## src/rtl/dmem_pkg.sv

```systemverilog
// Shared defaults and state encoding for the data-memory boot loader.
package dmem_pkg;

  localparam int DMEM_DEPTH  = 16;
  localparam int DMEM_ADDR_W = 4;
  localparam int DMEM_DATA_W = 8;

  typedef enum logic [1:0] {
    S_IDLE   = 2'd0,
    S_LOAD   = 2'd1,
    S_VERIFY = 2'd2,
    S_DONE   = 2'd3
  } state_t;

  // The CPU owns the memory port whenever the loader is not busy.
  function automatic logic is_passthrough(input state_t s);
    return (s == S_IDLE) || (s == S_DONE);
  endfunction

endpackage

```

## src/rtl/dmem_port_mux.sv

```systemverilog
// Combinational selection of the memory port between the CPU and the loader.
module dmem_port_mux
  import dmem_pkg::*;
#(
  parameter int ADDR_W = DMEM_ADDR_W,
  parameter int DATA_W = DMEM_DATA_W
) (
  input  state_t              state,
  input  logic                in_valid,
  input  logic [DATA_W-1:0]   in_data,
  input  logic [ADDR_W-1:0]   load_addr,
  input  logic                cpu_we,
  input  logic [ADDR_W-1:0]   cpu_waddr,
  input  logic [DATA_W-1:0]   cpu_wdata,
  input  logic [ADDR_W-1:0]   cpu_raddr,
  output logic                mem_we,
  output logic [ADDR_W-1:0]   mem_waddr,
  output logic [DATA_W-1:0]   mem_wdata,
  output logic [ADDR_W-1:0]   mem_raddr
);

  // LOAD writes straight from the input stream; VERIFY only reads.
  always_comb begin
    mem_we    = cpu_we;
    mem_waddr = cpu_waddr;
    mem_wdata = cpu_wdata;
    mem_raddr = cpu_raddr;
    if (!is_passthrough(state)) begin
      mem_waddr = load_addr;
      mem_wdata = in_data;
      if (state == S_LOAD) begin
        mem_we = in_valid;
      end else begin
        mem_we    = 1'b0;
        mem_raddr = load_addr;
      end
    end
  end

endmodule

```

## src/rtl/dmem_boot_loader.sv

```systemverilog
// Boot-time loader: streams DEPTH bytes into the data memory from address 0,
// then optionally reads them back and compares against the running checksum.
module dmem_boot_loader
  import dmem_pkg::*;
#(
  parameter int DEPTH  = DMEM_DEPTH,
  parameter int ADDR_W = DMEM_ADDR_W,
  parameter int DATA_W = DMEM_DATA_W,
  parameter int VERIFY = 1
) (
  input  logic                clock,
  input  logic                reset,
  input  logic                start,
  input  logic                in_valid,
  input  logic [DATA_W-1:0]   in_data,
  output logic                in_ready,
  input  logic                cpu_we,
  input  logic [ADDR_W-1:0]   cpu_waddr,
  input  logic [DATA_W-1:0]   cpu_wdata,
  input  logic [ADDR_W-1:0]   cpu_raddr,
  output logic                mem_we,
  output logic [ADDR_W-1:0]   mem_waddr,
  output logic [DATA_W-1:0]   mem_wdata,
  output logic [ADDR_W-1:0]   mem_raddr,
  input  logic [DATA_W-1:0]   mem_rdata,
  output logic                busy,
  output logic                done,
  output logic                error,
  output logic [DATA_W-1:0]   checksum
);

  localparam logic [ADDR_W:0] PTR_LAST = (ADDR_W+1)'(DEPTH - 1);
  localparam logic [ADDR_W:0] PTR_END  = (ADDR_W+1)'(DEPTH);

  state_t            state;
  logic [ADDR_W:0]   ptr;
  logic [DATA_W-1:0] rsum;

  // ptr doubles as the write pointer in LOAD and the readback cycle index in
  // VERIFY; in VERIFY each read result lands one cycle after its address.
  always_ff @(posedge clock or posedge reset) begin
    if (reset) begin
      state    <= S_IDLE;
      ptr      <= '0;
      checksum <= '0;
      rsum     <= '0;
      busy     <= 1'b0;
      done     <= 1'b0;
      error    <= 1'b0;
      in_ready <= 1'b0;
    end else begin
      unique case (state)
        S_IDLE, S_DONE: begin
          if (start) begin
            state    <= S_LOAD;
            ptr      <= '0;
            checksum <= '0;
            rsum     <= '0;
            done     <= 1'b0;
            error    <= 1'b0;
            busy     <= 1'b1;
            in_ready <= 1'b1;
          end
        end
        S_LOAD: begin
          if (in_valid) begin
            checksum <= checksum + in_data;
            if (ptr == PTR_LAST) begin
              ptr      <= '0;
              in_ready <= 1'b0;
              if (VERIFY != 0) begin
                state <= S_VERIFY;
              end else begin
                state <= S_DONE;
                done  <= 1'b1;
                busy  <= 1'b0;
              end
            end else begin
              ptr <= ptr + 1'b1;
            end
          end
        end
        S_VERIFY: begin
          if (ptr != '0) begin
            rsum <= rsum + mem_rdata;
          end
          if (ptr == PTR_END) begin
            state <= S_DONE;
            ptr   <= '0;
            done  <= 1'b1;
            busy  <= 1'b0;
            error <= ((rsum + mem_rdata) != checksum);
          end else begin
            ptr <= ptr + 1'b1;
          end
        end
        default: state <= S_IDLE;
      endcase
    end
  end

  dmem_port_mux #(
    .ADDR_W (ADDR_W),
    .DATA_W (DATA_W)
  ) u_port_mux (
    .state     (state),
    .in_valid  (in_valid),
    .in_data   (in_data),
    .load_addr (ptr[ADDR_W-1:0]),
    .cpu_we    (cpu_we),
    .cpu_waddr (cpu_waddr),
    .cpu_wdata (cpu_wdata),
    .cpu_raddr (cpu_raddr),
    .mem_we    (mem_we),
    .mem_waddr (mem_waddr),
    .mem_wdata (mem_wdata),
    .mem_raddr (mem_raddr)
  );

endmodule

```

## config.mk

```make
export PLATFORM = sky130hd
export DESIGN_NAME = dmem_boot_loader
export DESIGN_NICKNAME = d
export VERILOG_FILES = /design/src/rtl/dmem_pkg.sv /design/src/rtl/dmem_port_mux.sv /design/src/rtl/dmem_boot_loader.sv
export SDC_FILE = /design/constraint.sdc
export NUM_CORES = 1
export LEC_CHECK = 0
export BUFFER_PORTS_ARGS = -buffer_cell sky130_fd_sc_hd__buf_2
export CORE_MARGIN = 2
export CORE_UTILIZATION = 56
export CTS_CLUSTER_DIAMETER = 200
export DETAILED_ROUTE_END_ITERATION = 10
export PLACE_DENSITY = 0.93
export REMOVE_ABC_BUFFERS = 1
export SYNTH_ARGS = -nofsm -noshare
export SYNTH_HDL_FRONTEND = slang
export SYNTH_SLANG_ARGS = --single-unit
```

## constraint.sdc

```tcl
create_clock -name clock -period 5.78 [get_ports clock]
set_input_delay 1.156 -clock clock [delete_from_list [all_inputs] [get_ports clock]]
set_output_delay 1.156 -clock clock [all_outputs]
set_load 0.01 [all_outputs]
```

==> metrics.txt, run 1 <==
worst path setup slack after routing=approximately 2300 ps; first-pass GRT wire length=between 8000 and 9000 µm; count of input and output buffers=65; clock root buffer=sky130_fd_sc_hd__clkbuf_8; number of global-route vias before repair=1962; count of antenna-violating nets left after detailed routing=0; Via Count=between 2000 and 2500; critical path start-end classification=reg2out; library cell with the largest summed area after synthesis=sky130_fd_sc_hd__dfrtp_1; number of synthesized flops with an enable pin=0; sequential cell area fraction in the yosys report=30.6%; Total Die Area=4460 µm²; number of hold violations in the final report=0; worst min-delay path startpoint=rsum[0]; Placed Instance Area=2550 µm²; final slew viol count=0; DR DRC count=0; TritonCTS clock tree=done; initial core utilization=59.4%; fraction of layout instances using a drive strength above 1=between 20% and 30%; x dimension of the die=approximately 67 µm; area of the multi-input gates=between 1000 and 1500 µm²; final worst-path cycle share=between 50 and 60%; syn avg cell area=about 9.2 µm²; minimum period implied by the final worst setup slack=between 3000 and 4000 ps; Lkg Pwr=roughly 1.3 nW; buffers inserted during post-CTS setup optimization=0; diode count=0; number of instances in the synthesized netlist=240; number of search-and-repair iterations in the first detailed-routing pass=4; worst slew margin relative to its limit=roughly 30%; global-route total usage across every layer=about a quarter; Post-synth top flop=sky130_fd_sc_hd__dfrtp_1; power after layout=between 1 and 1.5 mW; number of buffers added by the clock tree synthesis step=3; Yosys cell types=48; Synth Cell Area=approximately 2200 µm²; number of antenna violations at the first check in global routing=0; Max FO, Critical Path=27; share of synthesized flip-flops with an asynchronous set or reset=100%; number of maximum-capacitance violations=0; fill cell instance count of the final layout=302; Bufs on Longest Clock Path=2; Hold Crit Class=reg2reg; top achievable clock speed=0.289 GHz; Post-Place Worst Slack=between 2000 and 3000 ps; Data required, critical path=approximately 4600 ps; kind of start point of the critical path=flop; nets@finish=~360; ratio of routed vias to standard cells=just under 6; result of the run=completed; grt ovf=0; sequential cell area=about 680 µm²; cell count after placement=344; ordered cell list for the critical path=inv_1, ha_1, nor2_1, mux2_2, buf_2; Core Area=3720 µm²; Die Span Y=roughly 67 µm; RSZ-0062 raised after global routing=false; slowest cell delay on critical path=around 640 ps; worst hold margin=512 ps; Starting DRT DRC Count=143; register bit count reported by yosys=27; global placer's final weighted congestion=slightly above 0.9; std cell rows=22; Layout area overhead=17.5%; hold-fix buffers at CTS=0; P per Cell Area=around 500 nW/µm²; Tightest Pin Transition=between 1000 and 1500 ps; VDD IR max=352 µV; first element of the critical path=state[0]; share of the synthesized area in the top cell type=a little under a third; Util after Layout=a little over two thirds; Layout Cells excl Fill=approximately 350; half-perimeter wire length after detailed placement=roughly 4100 µm; worst setup skew after layout=5.49 ps; per-cell routed wire length=between 15 and 20 µm; sum of routed wire length over all layers=~5200 µm; sort of element at the end of the critical path=output pin; TNS Setup=0 ps; htree depth=1; number of top-level design ports=66; ranking of synthesized cells by area=sky130_fd_sc_hd__dfrtp_1 31%, sky130_fd_sc_hd__ha_1 12%, sky130_fd_sc_hd__mux2_2 6.6%; synth warn=0; area of all placed cells without fillers=2590 µm²; clock latency of the later-clocked register in the worst-skew pair=about 280 ps; number of setup violations in the final report=0; pin count of the biggest net entering global routing=28; critical path data arrival time=between 2000 and 2500 ps; post-CTS resize count=0; sinks on the clock net=27; RR Startpoint=state[0]; clock transition at the registers of the reported paths=approximately 100 ps; Worst path slowest cell=sky130_fd_sc_hd__ha_1
==> layout make-up <==
type | count | area share, %
Clock buffer | 4 | 1.74
Inverter | 12 | 1.74
Multi-Input combinational cell | 192 | 55.6
Sequential cell | 27 | 26.0
Tap cell | 48 | 2.31
Timing Repair Buffer | 65 | 12.5
==> cell usage in the layout, fill, tap and decap left out, types with 2 or more instances in the layout <==
master and n:
sky130_fd_sc_hd__and3_1 2, sky130_fd_sc_hd__nand2b_1 5, sky130_fd_sc_hd__mux2_2 13, sky130_fd_sc_hd__inv_1 11
sky130_fd_sc_hd__nand3_1 4, sky130_fd_sc_hd__fa_1 2, sky130_fd_sc_hd__nor3_1 6, sky130_fd_sc_hd__clkbuf_8 3
sky130_fd_sc_hd__dfrtp_1 27, sky130_fd_sc_hd__nand2_1 21, sky130_fd_sc_hd__o32ai_1 2, sky130_fd_sc_hd__a21oi_1 13
sky130_fd_sc_hd__o211ai_1 3, sky130_fd_sc_hd__or3_1 2, sky130_fd_sc_hd__xnor2_1 14, sky130_fd_sc_hd__a22o_1 15
sky130_fd_sc_hd__nor2_1 11, sky130_fd_sc_hd__xor2_1 7, sky130_fd_sc_hd__o21ai_1 12, sky130_fd_sc_hd__buf_2 65
sky130_fd_sc_hd__nor3b_1 2, sky130_fd_sc_hd__o22ai_1 2, sky130_fd_sc_hd__nor2b_1 2, sky130_fd_sc_hd__o21ai_0 6
sky130_fd_sc_hd__o21a_1 2, sky130_fd_sc_hd__a31oi_1 2, sky130_fd_sc_hd__ha_1 21, sky130_fd_sc_hd__a21o_1 5
sky130_fd_sc_hd__o21bai_1 2
==> synth_stat cells, drive strengths merged, types with 3 or more instances <==
| master | n |
|---|---|
| nor3 | 6 |
| o21ai | 18 |
| buf | 5 |
| clkbuf | 4 |
| a21oi | 13 |
| inv | 12 |
| xor2 | 7 |
| a21o | 5 |
| dfrtp | 27 |
| xnor2 | 14 |
| a22o | 15 |
| o211ai | 3 |
| mux2 | 14 |
| nand3 | 4 |
| nand2 | 21 |
| ha | 21 |
| nor2 | 11 |
| nand2b | 5 |
==> routing by layer <==
layer	wire length [µm]	vias up	GRT usage [%]
li1	-	998	-
met1	2310	1005	32.6
met2	2670	62	45.8
met3	224	4	3.21
met4	42	0	4.85
met5	0	-	0
==> where the power goes <==
| group | internal, mW | switching (mW) |
|---|---|---|
| logic | 0.392 | 0.506 |
| clock network | 0.0496 | 0.0642 |
| registers | 0.238 | 0.0543 |
| total | 0.679 | 0.624 |
==> kinds of logic after synthesis <==
| kind of cell | count (synthesis) | share of synthesized area, % |
|---|---|---|
| AOI/OAI and AO/OA | 72 | 22.2 |
| muxes | 14 | 7.14 |
| DFF | 27 | 30.6 |
| adders and majority gates | 23 | 13.7 |
| buffers and inverters | 21 | 4.02 |
| xor gates and xnor gates | 21 | 8.33 |
| and+or+nand+nor | 62 | 14.0 |
==> sequential cells by signal, indices dropped and copies added (netlist names) <==
name and cells:
busy 1, checksum 8, done 1, error 1
in_ready 1, ptr 5, rsum 8, state 2
==> worst max-delay path, delay by kind of cell (launching register included) <==
kind / cells / cell delay, ps
and+or+nand+nor: 1 / 400
buffers and inverters: 2 / 200
muxes: 1 / 370
adders and majority gates: 1 / 640
DFF: 1 / 410
==> worst paths after layout <==
| kind | end | slack (ps) | cells past startpoint |
|---|---|---|---|
| min in group asynchronous | done | 1120 | 2 |
| max reg2reg | checksum[7] | 3060 | 7 |
| max | mem_raddr[1] | 2320 | 5 |
| min | rsum[0] | 510 | 2 |
| min reg2reg | rsum[0] | 510 | 2 |
| max in group asynchronous | checksum[4] | 4030 | 2 |
Note: power is estimated with default switching activity, not from simulation.
==> run 2, diff against run 1 <==
--- a/config.mk
+++ b/config.mk
@@ -7,10 +7,10 @@
 export LEC_CHECK = 0
 export BUFFER_PORTS_ARGS = -buffer_cell sky130_fd_sc_hd__buf_2
 export CORE_MARGIN = 2
-export CORE_UTILIZATION = 56
+export CORE_UTILIZATION = 47
 export CTS_CLUSTER_DIAMETER = 200
 export DETAILED_ROUTE_END_ITERATION = 10
-export PLACE_DENSITY = 0.93
+export PLACE_DENSITY = 0.84
 export REMOVE_ABC_BUFFERS = 1
 export SYNTH_ARGS = -nofsm -noshare
 export SYNTH_HDL_FRONTEND = slang
==> constraint.sdc (replaced) <==
create_clock -name clock -period 3 [get_ports clock]
set_input_delay 0.6 -clock clock [delete_from_list [all_inputs] [get_ports clock]]
set_output_delay 0.6 -clock clock [all_outputs]
set_load 0.01 [all_outputs]
==> metrics.txt, run 2 (same netlist as run 1, synthesis figures left out) <==
global-route total usage across every layer=19.3% (-6.1 points); RR Startpoint=state[0]; Max FO, Critical Path=21 (-22%); pin count of the biggest net entering global routing=28 (unchanged); global placer's final weighted congestion=0.842 (-8.5%); number of maximum-capacitance violations=0 (unchanged); Int Pwr=1.32 mW (+94%); number of hold violations in the final report=0 (unchanged); final worst-path cycle share=a little over nine tenths; switching share of power=47.1% (-0.76 points); number of top-level design ports=66 (unchanged); reg-to-reg endpoint=checksum[7]; htree depth=1 (unchanged); count of antenna-violating nets left after detailed routing=0 (unchanged); ratio of routed vias to standard cells=5.71 (-3.9%); count of cells along the worst register-to-register path=7 (unchanged); Lkg Pwr=1.35 nW (+0.92%); RSZ-0062 raised after global routing=false; critical path capture point=mem_raddr[3]; Core Area=4440 µm² (+20%); clock root buffer=sky130_fd_sc_hd__clkbuf_8; sort of element at the end of the critical path=output pin; fraction of layout instances using a drive strength above 1=28.5% (+0.81 points); P per Cell Area=955 nW/µm² (+90%); critical path data arrival time=2250 ps (-50 ps); first element of the critical path=state[0]; worst slew margin relative to its limit=48.9% (+19 points); Layout area overhead=18.5%; number of antenna violations at the first check in global routing=0 (unchanged); half-perimeter wire length after detailed placement=3970 µm (-2.9%); result of the run=completed; final slew viol count=0 (unchanged); Post-Place Worst Slack=440 ps (-2170 ps); clock transition at the registers of the reported paths=100 ps (about the same); Reg power frac=22.5% (about the same); worst setup skew after layout=5.72 ps (+0.224 ps); TritonCTS clock tree=done; buffers inserted during post-CTS setup optimization=0 (unchanged); power dissipated by switching net loads=1.18 mW (+89%); top achievable clock speed=approximately 0.35 GHz; Bufs on Longest Clock Path=2 (unchanged); combinational cell fraction of total power=68.9% (about the same); kind of start point of the critical path=flop; number of setup violations in the final report=0 (unchanged); Via Count=2023 (-2.2%); critical path start-end classification=reg2out; VDD IR max=435 µV (+23%); Tightest Pin Transition=763 ps (-288 ps); grt ovf=0 (unchanged); Clk network pwr share=8.6% (about the same); sinks on the clock net=27 (unchanged); Die Span Y=72.5 µm (+8.6%); number of search-and-repair iterations in the first detailed-routing pass=4 (unchanged); internal reg-to-reg setup slack=490 ps (-2570 ps); per-cell routed wire length=14.2 µm (-6.0%); first-pass GRT wire length=8200 µm (-7.2%); diode count=0 (unchanged); registers with the most flip-flops=checksum (8), rsum (8), ptr (5); fill cell instance count of the final layout=391 (+29%); hold-fix buffers at CTS=0 (unchanged); clock latency of the later-clocked register in the worst-skew pair=270 ps (about the same); most common cell after layout, fill and taps aside=sky130_fd_sc_hd__buf_2; Starting DRT DRC Count=163 (+14%); power after layout=2.50 mW (+92%); DR DRC count=0 (unchanged); count of input and output buffers=65 (unchanged); std cell rows=24 (+9.1%); number of global-route vias before repair=1901 (-3.1%); x dimension of the die=72.5 µm (+8.6%); initial core utilization=49.7% (-9.7 points); nets@finish=363 (+0.55%); sum of routed wire length over all layers=5010 µm (-4.4%); post-CTS resize count=0 (unchanged); TNS Setup=0 ps (unchanged); Data required, critical path=2400 ps (-2220 ps); number of buffers added by the clock tree synthesis step=3 (unchanged); Total Die Area=5260 µm² (+18%); most frequent cells in the layout=65 x sky130_fd_sc_hd__buf_2, 27 x sky130_fd_sc_hd__dfrtp_1, 21 x sky130_fd_sc_hd__nand2_1, 21 x sky130_fd_sc_hd__ha_1, 15 x sky130_fd_sc_hd__a22o_1; worst path setup slack after routing=149 ps (-2170 ps); minimum period implied by the final worst setup slack=~2900 ps; Hold Crit Class=in2async
run 2: worst max-delay path, cell delays in order, from the launching register on:
cell and delay, ps:
sky130_fd_sc_hd__dfrtp_1 410, sky130_fd_sc_hd__inv_1 60, sky130_fd_sc_hd__ha_1 580, sky130_fd_sc_hd__nor2_1 400, sky130_fd_sc_hd__mux2_2 380, sky130_fd_sc_hd__buf_2 140
run 2: area by class of cell:
cell class | instances | area [µm²] | area share (%)
multi-input cells | 192 | 1440 | 55.2
flip-flops and latches | 27 | 676 | 25.8
repair buffers | 67 | 340 | 13.0
well taps | 52 | 65.1 | 2.49
inverters | 12 | 45.0 | 1.72
clock buffers | 3 | 41.3 | 1.58
clock inverters | 1 | 5.00 | 0.191
run 2: power by group through the flow:
stage	Sequential, mW	Combinational [mW]	Clock [mW]
2_1_floorplan	0.557	1.26	0
3_3_place_gp	0.563	1.67	0
3_5_place_dp	0.569	1.72	0
4_1_cts	0.561	1.72	0.218
5_1_grt	0.578	1.90	0.234
6_report	0.561	1.72	0.216
run 2: stage by stage:
stage                     area [µm²]  utilization (%)  cells  hold slack (ps)
after floorplan                 2160                -    231              460
after global placement          2570             57.8    350              481
after detailed placement        2570             57.8    350              488
after CTS                       2620             58.9    354              383
after global routing            2620             58.9    354              408
final                           2620             58.9    354              367
run 2: worst min-delay path by stage:
stage | start | endpoint | slack, ps | depth (start not counted)
after floorplan | rsum[0] | rsum[0] | 460 | 2
after global placement | rsum[0] | rsum[0] | 480 | 2
after detailed placement | rsum[0] | rsum[0] | 490 | 2
after CTS | reset | busy | 380 | 3
after global routing | reset | rsum[1] | 410 | 3
final | reset | rsum[2] | 370 | 3
run 2: per-layer routing:
metal | global-route usage, % | routed length, µm
met1 | 25.4 | 2280
met2 | 32.8 | 2430
met3 | 2.22 | 243
met4 | 7.00 | 63
met5 | 0 | 0
